==> config.mk <==
export PLATFORM = sky130hd
export DESIGN_NAME = regfile_mp
export DESIGN_NICKNAME = d
export VERILOG_FILES = /design/src/rtl/regfile_mp.sv
export SDC_FILE = /design/constraint.sdc
export NUM_CORES = 1
export LEC_CHECK = 0
export BUFFER_PORTS_ARGS = -buffer_cell sky130_fd_sc_hd__buf_2
export CORE_MARGIN = 1
export CORE_UTILIZATION = 35
export DETAILED_ROUTE_END_ITERATION = 12
export PLACE_DENSITY = 0.48
export SLEW_MARGIN = 20
export SYNTH_ARGS = -nofsm -noshare
export SYNTH_HDL_FRONTEND = slang
export SYNTH_SLANG_ARGS = --single-unit
export TNS_END_PERCENT = 50
==> constraint.sdc <==
create_clock -name clk -period 3.3 [get_ports clk]
set_clock_uncertainty 0.2 [all_clocks]
set_input_delay 0.33 -clock clk [delete_from_list [all_inputs] [get_ports clk]]
set_output_delay 0.33 -clock clk [all_outputs]
set_load 0.01 [all_outputs]
==> src/rtl/regfile_mp.sv <==
// Multi-read-port register file with per-register busy scoreboard and a
// sequential bulk-clear FSM used on pipeline flush or context reset.
//
// state   | meaning
// --------+----------------------------------------------------------
// S_IDLE  | normal operation: writes, scoreboard marks, live reads
// S_CLEAR | zeroing entries 1..2**R-1, one per cycle; reads return 0
// S_DONE  | one-cycle completion pulse on clr_done; reads return 0
module regfile_mp #(
    parameter int N      = 16,
    parameter int R      = 3,
    parameter int NRD    = 2,
    parameter int BYPASS = 1
) (
    input  logic             clk,
    input  logic             rst_n,
    input  logic             we3,
    input  logic [R-1:0]     wa3,
    input  logic [N-1:0]     wd3,
    input  logic [NRD*R-1:0] ra,
    output logic [NRD*N-1:0] rd,
    output logic [NRD-1:0]   busy,
    input  logic             mark_we,
    input  logic [R-1:0]     mark_addr,
    input  logic             clr_req,
    output logic             clr_active,
    output logic             clr_done
);

    localparam int DEPTH = 2**R;
    localparam logic [R-1:0] LAST_IDX = '1;
    localparam logic [R-1:0] FIRST_IDX = R'(1);

    typedef enum logic [1:0] {S_IDLE, S_CLEAR, S_DONE} state_t;

    state_t           state;
    state_t           state_nxt;
    logic [R-1:0]     idx;
    logic [N-1:0]     rf [DEPTH];
    logic [DEPTH-1:0] busy_q;

    logic wr_ok;
    logic mark_ok;

    assign wr_ok   = we3 && (wa3 != '0);
    assign mark_ok = mark_we && (mark_addr != '0);

    always_ff @(posedge clk or negedge rst_n) begin
        if (!rst_n) begin
            state <= S_IDLE;
        end else begin
            state <= state_nxt;
        end
    end

    always_comb begin
        state_nxt  = state;
        clr_active = 1'b0;
        clr_done   = 1'b0;
        case (state)
            S_IDLE: begin
                if (clr_req) state_nxt = S_CLEAR;
            end
            S_CLEAR: begin
                clr_active = 1'b1;
                if (idx == LAST_IDX) state_nxt = S_DONE;
            end
            S_DONE: begin
                clr_active = 1'b1;
                clr_done   = 1'b1;
                state_nxt  = S_IDLE;
            end
            default: state_nxt = S_IDLE;
        endcase
    end

    // Entry 0 is never written, so it stays at its reset value of zero.
    always_ff @(posedge clk or negedge rst_n) begin
        if (!rst_n) begin
            for (int j = 0; j < DEPTH; j++) rf[j] <= '0;
            busy_q <= '0;
            idx    <= FIRST_IDX;
        end else begin
            case (state)
                S_IDLE: begin
                    if (wr_ok) rf[wa3] <= wd3;
                    if (clr_req) begin
                        busy_q <= '0;
                        idx    <= FIRST_IDX;
                    end else begin
                        // Mark is applied after the write so a same-edge mark wins.
                        if (wr_ok)   busy_q[wa3]       <= 1'b0;
                        if (mark_ok) busy_q[mark_addr] <= 1'b1;
                    end
                end
                S_CLEAR: begin
                    rf[idx] <= '0;
                    idx     <= idx + 1'b1;
                end
                default: ;
            endcase
        end
    end

    always_comb begin
        rd   = '0;
        busy = '0;
        if (state == S_IDLE) begin
            for (int i = 0; i < NRD; i++) begin
                if (ra[i*R +: R] != '0) begin
                    if ((BYPASS != 0) && we3 && (wa3 == ra[i*R +: R])) begin
                        rd[i*N +: N] = wd3;
                        busy[i]      = 1'b0;
                    end else begin
                        rd[i*N +: N] = rf[ra[i*R +: R]];
                        busy[i]      = busy_q[ra[i*R +: R]];
                    end
                end
            end
        end
    end

endmodule

==> results.txt, run 1 <==
Worst Path Arrival: 2.35 ns
FF-to-FF End: rf[80]
Synth Net Count: 708
Core ar.: 22000 µm²
DR vias/cell: 6.24
CP startpoint kind: flop
synth-to-layout area growth: 15.1%
DR DRC count: 0
Mapped Cells: 670
number of synthesized flops with an enable pin: 0
First-pass DRT Iterations: 7
average size of a mapped cell: 11.9 µm²
Crit path largest cell delay: 0.45 ns
Wirelength per Cell: 26.1 µm
Fin. Hold Viols: 0
io pins: 69
part of the cycle the worst path needs: 87.2%
htree depth: 4
Synth Warn #: 0
Die H: 153 µm
crit-path max FO: 17
fin crit period: 2.88 ns
Starting Density: 36.1%
dpl hpwl: 17500 µm
Max clock buf depth: 2
largest net degree at the start of global routing: 87
Critical Path Source: state[0]
worst min-delay path class: in -> reg
Crit-path slowest cell: nor3_1
Worst-path clk slew: 0.06 ns
ANT cells: 0
PortBufs: 68
initial DRC count: 680
synth unique cells: 48
number of routed nets with antenna violations: 0
Worst Setup EP: rd[21]
GRT Resource Usage Total: 23.3%
clk sinks: 141
Die ar.: 23300 µm²
Clk Latency, worst-skew pair: 0.42 ns
initial antenna violation count: 0
cts bufs inserted: 17
worst endpoint required time: 2.77 ns
total chip power: 0.00720 W
max_cap viols: 0
f_max: 348 MHz
GPL Wtd Cong: 0.890
DR vias: 6284
reg2reg setup slack: 0.44 ns
Pwr Density: 786 nW/µm²
post-synthesis sequential area ratio: 44.3%
WHS: 0.0266 ns
final net count: 754
number of placement rows: 54
Slew HR: 41.3%
Post-synth ARST share: 100%
flops & latches, synth: 141
layout cells sized above 1: 25.9%
kind of end point of the critical path: output pin
final max-slew violation count: 0
ys flop type: dfrtp_1
worst reg2reg path depth: 6
unrepaired setup endpoints after global routing: no
launching point of the worst reg2reg path: state[1]
DRT Wirelength: 26300 µm
Clock Tree Root: clkbuf_16
Pleak: 4.10 nW
Mapped Area: 7960 µm²
crit-path cells: inv_1 > ha_1 > o21ai_2 > nor3_1 > buf_2
CTS tree: yes
Worst-Margin Slew: 0.880 ns
number of endpoints failing setup at the final stage: 0
Overflow after GRT: 0
Fin Setup TNS: 0 ns
die outline width: 153 µm
crit path kind: reg -> out
worst ir drop on vdd: 0.322 mV
Filler cells: 2077
Setup Fix Bufs, Post-CTS: 0
vias in the first global route: 6522
first-pass GRT wire length: 40800 µm
status: finished clean
-- metrics by stage --
stage | instance area, µm² | worst slack, ns | cells | util, %
2_1_floorplan | 7960 | 1.14 | 670 | -
3_3_place_gp | 8530 | 0.505 | 973 | 38.7
3_5_place_dp | 8530 | 0.409 | 973 | 38.7
4_1_cts | 9160 | 0.407 | 1007 | 41.6
5_1_grt | 9160 | 0.237 | 1007 | 41.6
6_report | 9160 | 0.424 | 1007 | 41.6
-- critical path, delay by kind of cell (launching register included) --
kind	cells	cell delay [ns]
and+or+nand+nor	1	0.45
adders and majority gates	1	0.42
buffers and inverters	2	0.30
AOI/OAI and AO/OA	1	0.35
DFF	1	0.39
-- where the power goes --
group	leakage (nW)	internal, W	switching (W)
registers	1.89	0.00233	0.000494
clock network	0.277	0.00120	0.000755
logic	1.94	0.00122	0.00122
-- cell usage after synthesis (3+ instances only) --
cell type / number / area, µm²
or2_2: 3 / 18.8
xnor2_1: 6 / 52.6
nor2b_1: 18 / 113
o22ai_1: 34 / 213
a21oi_1: 4 / 20.0
nor2_2: 3 / 18.8
a22o_1: 112 / 981
o21ai_0: 4 / 20.0
ha_1: 5 / 62.6
mux2i_1: 65 / 651
nand2b_1: 10 / 62.6
buf_1: 17 / 63.8
a32o_1: 5 / 50.1
mux4_2: 37 / 833
nand2_1: 8 / 30.0
nand2_2: 8 / 50.1
buf_2: 32 / 160
inv_1: 5 / 18.8
buf_4: 7 / 52.6
a211oi_1: 32 / 240
o311ai_0: 3 / 26.3
nor3_1: 33 / 165
nor2_1: 35 / 131
dfrtp_1: 140 / 3500
clkbuf_1: 11 / 41.3
buf_6: 4 / 45.0
o32ai_1: 4 / 35.0
-- worst min-delay path by stage --
| stage | from | end | slack [ns] | cells past startpoint |
|---|---|---|---|---|
| floorplan | rst_n | busy_q[0] | -0.17 | 0 |
| global placement | rst_n | rf[77] | -0.02 | 1 |
| detailed placement | rst_n | rf[109] | -0.01 | 1 |
| CTS | mark_addr[2] | busy_q[7] | 0.01 | 3 |
| global route | mark_addr[2] | busy_q[7] | 0.04 | 3 |
| finish | mark_addr[2] | busy_q[7] | 0.03 | 3 |
-- placed cells by master (no fill, tap or decap), drive strengths merged, types with 2 or more instances in the layout --
cell type    netlist  final
dfrtp            140    140
a22o             112    112
buf               60     94
mux2i             66     66
nor2              41     41
mux4              37     37
o22ai             34     34
nor3              33     33
a211oi            32     32
clkbuf            11     19
nor2b             18     18
nand2             16     16
nand2b            11     11
xnor2              6      6
inv                5      6
o21ai              6      6
a32o               5      5
ha                 5      5
o32ai              4      4
a21oi              4      4
clkinvlp           0      4
dlygate4sd3        0      4
or2                4      4
o311ai             3      3
bufinv             0      3
clkinv             0      3
and4               2      2
nand4              2      2
o31ai              2      2
-- cell type report --
class                   count  area [µm²]  area share [%]
clock buffers              19         443            4.83
clock inverters            11         144            1.57
inverters                   5        18.8           0.205
multi-input cells         453        4060            44.3
flip-flops and latches    141        3530            38.5
well taps                 280         350            3.82
repair buffers             98         619            6.76
-- registers in the layout, summed over array words and instances (netlist names) --
signal / cells
rf: 128
busy_q: 8
idx: 3
state: 2
-- per-layer routing --
layer / track usage, % / vias to the layer above / wire (µm)
li1: - / 2714 / -
met3: 4.35 / 38 / 1140
met5: 0 / - / 0
met2: 38.5 / 227 / 13200
met4: 6.88 / 0 / 430
met1: 31.2 / 3305 / 11500
-- cell families (layout without fill, tap and decap cells) --
logic type	count (synthesis)	after routing	synth area share, %
AO/OA/AOI/OAI	205	205	21.1
buffers and inverters	76	133	4.79
AND/OR/NAND/NOR	134	134	9.40
adder cells (fa/ha/maj)	5	5	0.786
flip-flops	141	141	44.3
XOR/XNOR	6	6	0.660
multiplexers	103	103	18.9
-- what timing repair did --
item	CTS	global route
hold buffers	4	0
resized for setup	0	0
hold endpoints to repair	143	0
(Power assumes the default switching activity.)
==> inputs of run 2 (changes only) <==
- CORE_UTILIZATION: 35 -> 40
- PLACE_DENSITY: 0.48 -> 0.53
==> run 2 against run 1 <==
  * Sequential power barely moved
  * Combinational power about the same
  * Clock power is 11% higher
  * Cell area about the same
  * Critical path type unchanged
  * Largest cell class unchanged
  * Via count fell by 1.7%
  * Power increased by 2.4%
  * Critical endpoint is now rd[30]
  * Wire length down 7.6%
  * Die area fell by 12%
  * Highest routed layer unchanged
==> results.txt, run 2 (same netlist as run 1, synthesis figures left out) <==
Worst-path clk slew: 0.06 ns
crit path kind: reg -> out
Max clock buf depth: 2
part of the cycle the worst path needs: 93.8%
Wirelength per Cell: 24.6 µm
First-pass DRT Iterations: 5
PortBufs: 68
Pleak: 4.11 nW
Resize count post-CTS: 0
DR DRC count: 0
dpl hpwl: 16500 µm
Fin. Hold Viols: 0
max reg flops: 128
Die ar.: 20500 µm²
fin worst setup slack: 0.205 ns
Clock Tree Root: clkbuf_16
Die H: 143 µm
final net count: 747
Slew HR: 34.1%
number of endpoints failing setup at the final stage: 0
fin crit period: 3.09 ns
ANT cells: 0
Non-Filler Instances: 987
dpl cells: 951
initial antenna violation count: 0
worst endpoint required time: 2.77 ns
Pwr Density: 806 nW/µm²
DR vias: 6180
GPL Wtd Cong: 0.924
worst ir drop on vdd: 0.376 mV
Worst-Margin Slew: 0.987 ns
commonest non-fill, non-tap cell in the layout: dfrtp_1
DR vias/cell: 6.26
synth-to-layout area growth: 15.0%
Starting Density: 40.9%
number of routed nets with antenna violations: 0
Post-Place Worst Slack: 0.412 ns
Fin Setup TNS: 0 ns
final max-slew violation count: 0
DRT Wirelength: 24300 µm
f_max: 323 MHz
layout cells sized above 1: 25.5%
most frequent cells in the layout: 140 x dfrtp_1, 112 x a22o_1, 67 x buf_2
number of placement rows: 51
largest reg by FF count: rf
Largest regs: rf (128), busy_q (8), idx (3)
initial DRC count: 498
Clk Latency, worst-skew pair: 0.43 ns
Filler cells: 1783
dpl cell area: 8450 µm²
post-route cell area: 9160 µm²
worst min-delay path class: in -> reg
GRT Resource Usage Total: 24.9%
crit-path max FO: 17
cts bufs inserted: 17
io pins: 69
htree depth: 4
status: finished clean
CTS tree: yes
Core ar.: 19500 µm²
first-pass GRT wire length: 37300 µm
WHS: 0.00471 ns
largest net degree at the start of global routing: 53
vias in the first global route: 6326
Overflow after GRT: 0
max_cap viols: 0
Worst Path Arrival: 2.56 ns
clk sinks: 141
CP startpoint kind: flop
die outline width: 143 µm
kind of end point of the critical path: output pin
unrepaired setup endpoints after global routing: no
-- run 2: changes by cell type in the layout (fill, tap and decap cells not counted), sizes merged --
cell      change
clkinvlp      -3
bufinv        +2
buf           -7
clkinv        +3
-- run 2: metal layers --
metal	part of all wire (%)	GRT usage (%)
met1	44	33.1
met2	47	39.3
met3	6.2	6.30
met4	2.4	8.89
met5	0	0
-- run 2: stage by stage --
stage | util (%) | total power [W]
2_1_floorplan | - | 0.00447
3_3_place_gp | 43.4 | 0.00512
3_5_place_dp | 43.4 | 0.00521
4_1_cts | 47.0 | 0.00737
5_1_grt | 47.0 | 0.00773
6_report | 47.0 | 0.00738
-- run 2: path summary, 6_finish.rpt --
kind / cells past startpoint / endpoint / start / slack [ns]
min in group asynchronous: 2 / rf[77] / rst_n / 0.20
worst max-delay path: 5 / rd[30] / state[1] / 0.21
worst max register to register: 6 / rf[33] / state[1] / 0.37
worst min register to register: 1 / busy_q[0] / busy_q[0] / 0.31
worst min-delay path: 4 / busy_q[2] / mark_addr[2] / 0.005
max in group asynchronous: 3 / rf[32] / rst_n / 1.98
-- run 2: cell type report --
cell class,count,area (µm²),share of cell area [%]
multi-input cells,453,4060,44.3
flip-flops and latches,141,3530,38.6
repair buffers,91,554,6.05
clock buffers,19,453,4.95
well taps,265,332,3.62
clock inverters,13,211,2.31
inverters,5,18.8,0.205
-- run 2: what timing repair did --
action                                  in CTS  in global routing
endpoints found under the setup margin       0                  0
hold buffers                                 4                  0
buffers inserted                             0                  0
endpoints found under the hold margin       47                  0
-- run 2: where the power goes --
group / switching [W] / internal [W]
clock network: 0.000775 / 0.00138
logic: 0.00120 / 0.00120
registers: 0.000490 / 0.00232
total: 0.00246 / 0.00491
-- run 2: worst max-delay path, stage by stage, from the launching register on --
cell and delay (ns):
dfrtp_1 0.40, inv_1 0.09, ha_1 0.55, o21ai_2 0.39
a211oi_1 0.48, buf_2 0.21
==> inputs of run 3 (changes only) <==
- CELL_PAD_IN_SITES_DETAIL_PLACEMENT: not set -> 2
- CELL_PAD_IN_SITES_GLOBAL_PLACEMENT: not set -> 2
- PLACE_DENSITY: 0.53 -> 0.75
==> run 3 against run 2 <==
  * Sequential power is 2% higher
  * Power is 0.47% lower
  * Cell count stayed put
  * Non-clock buffer count is 4 higher
  * Critical path type unchanged
  * Highest routed layer unchanged
==> results.txt, run 3 (same netlist as run 1, synthesis figures left out) <==
Hold Path End: state[0]
sequential fraction of design power: 39.3%
worst endpoint required time: 2.77 ns
Starting Density: 40.9%
cell internal pwr: 0.00471 W
Setup Fix Bufs, Post-CTS: 0
worst reg2reg path depth: 6
FF-to-FF End: busy_q[4]
first-pass GRT wire length: 44600 µm
part of the cycle the worst path needs: 94.8%
combinational share of power: 34.5%
PortBufs: 68
Overflow after GRT: 0
crit path kind: reg -> out
vias in the first global route: 7141
CTS tree: yes
initial antenna violation count: 0
Worst-Margin Slew: 0.907 ns
final max-slew violation count: 0
number of routed nets with antenna violations: 0
synth-to-layout area growth: 14.1%
dpl cells: 955
io pins: 69
Pleak: 4.08 nW
max_cap viols: 0
clk sinks: 141
Clock Tree Root: clkbuf_16
kind of end point of the critical path: output pin
initial DRC count: 474
Fin. Hold Viols: 0
Wirelength per Cell: 29.2 µm
Core ar.: 19500 µm²
First-pass DRT Iterations: 6
crit-path cells: inv_1 > ha_1 > o21ai_2 > nor3_1 > buf_2
Filler cells: 1917
Clk Latency, worst-skew pair: 0.43 ns
die outline width: 143 µm
most frequent cells in the layout: 140 x dfrtp_1, 112 x a22o_1, 67 x buf_2
DR vias: 6400
launching point of the worst reg2reg path: state[0]
Pwr Density: 809 nW/µm²
final net count: 751
largest reg by FF count: rf
DR vias/cell: 6.48
hold path start: clr_req
DR DRC count: 0
Buf+Inv Stages, Crit Path: 2
Crit-path slowest cell: ha_1
Slew HR: 39.5%
number of endpoints failing setup at the final stage: 0
unrepaired setup endpoints after global routing: no
worst min-delay path class: in -> reg
hold path depth: 3
switching fraction of total power: 35.9%
commonest non-fill, non-tap cell in the layout: dfrtp_1
DRT Wirelength: 28800 µm
Worst-path clk slew: 0.06 ns
reg2reg setup slack: 0.44 ns
fin crit period: 3.13 ns
Worst Path Arrival: 2.60 ns
dpl hpwl: 19000 µm
layout cells sized above 1: 25.1%
crit-path max FO: 17
number of placement rows: 51
GRT Resource Usage Total: 30.0%
Die ar.: 20500 µm²
sw power: 0.00264 W
GPL Wtd Cong: 0.862
f_max: 319 MHz
WHS: 0.0183 ns
worst ir drop on vdd: 0.382 mV
htree depth: 4
CP startpoint kind: flop
Fin Setup TNS: 0 ns
Crit path largest cell delay: 0.59 ns
cts bufs inserted: 17
Clock Power Share: 26.2%
Die H: 143 µm
crit-path leading delay family: adder cells
status: finished clean
post-route cell area: 9080 µm²
Largest regs: rf (128), busy_q (8), idx (3)
ANT cells: 0
Max clock buf depth: 2
largest net degree at the start of global routing: 80
Non-Filler Instances: 987
Final Util: 46.6%
max reg flops: 128
dpl cell area: 8480 µm²
[run 3: cell types whose count changed in the layout (fill, tap and decap cells not counted)]
cell | before | now
clkinv_4 | 4 | 1
inv_6 | 1 | 0
clkbuf_8 | 2 | 0
clkinv_2 | 2 | 3
clkbuf_1 | 0 | 3
buf_4 | 17 | 21
bufinv_16 | 5 | 3
[run 3: through the flow]
stage	setup WS [ns]	total power [W]
finish	0.170	0.00734
global route	0.0444	0.00766
CTS	0.217	0.00734
detailed placement	0.491	0.00534
global placement	0.533	0.00514
floorplan	1.14	0.00447
[run 3: worst max-delay path by stage]
stage	startpoint	to	slack, ns	cells after the start
floorplan	wa3[1]	rd[21]	1.14	7
global placement	ra[5]	rd[22]	0.53	6
detailed placement	ra[3]	rd[20]	0.49	7
CTS	state[0]	rd[6]	0.22	5
global route	state[0]	rd[6]	0.04	5
finish	state[0]	rd[6]	0.17	5
[run 3: power groups by stage]
stage          Sequential, W  Clock, W  Combinational [W]
2_1_floorplan        0.00267         0            0.00180
3_3_place_gp         0.00277         0            0.00237
3_5_place_dp         0.00286         0            0.00248
4_1_cts              0.00287   0.00194            0.00253
5_1_grt              0.00295   0.00201            0.00270
6_report             0.00288   0.00193            0.00253
[run 3: per-layer routing]
metal  track usage [%]  vias to the layer above  part of all wire [%]
met5                 0                        -                     0
met4              12.1                        0                   2.6
met3              4.59                       51                   4.5
met2              49.0                      223                    50
met1              39.8                     3427                    43
li1                  -                     2699                     -
[run 3: cell type report]
class	instances	area, µm²	area share [%]
multi-input combinational	453	4060	44.7
inverter	5	18.8	0.207
sequential	141	3530	38.9
clock buffer	20	437	4.81
clock inverter	8	121	1.34
timing repair buffer	95	584	6.44
tap	265	332	3.65
[run 3: timing repair]
action / in CTS / in global routing
hold endpoints to repair: 79 / 0
hold buffers: 4 / 0
resized for setup: 0 / 0
[run 3: worst register-to-register path, cell delays in order, from the launching register on]
cell and delay [ns]:
dfrtp_1 0.40, inv_1 0.09, ha_1 0.59, nand2_2 0.30, o311ai_0 0.45, o31ai_1 0.12, dlygate4sd3_1 0.58
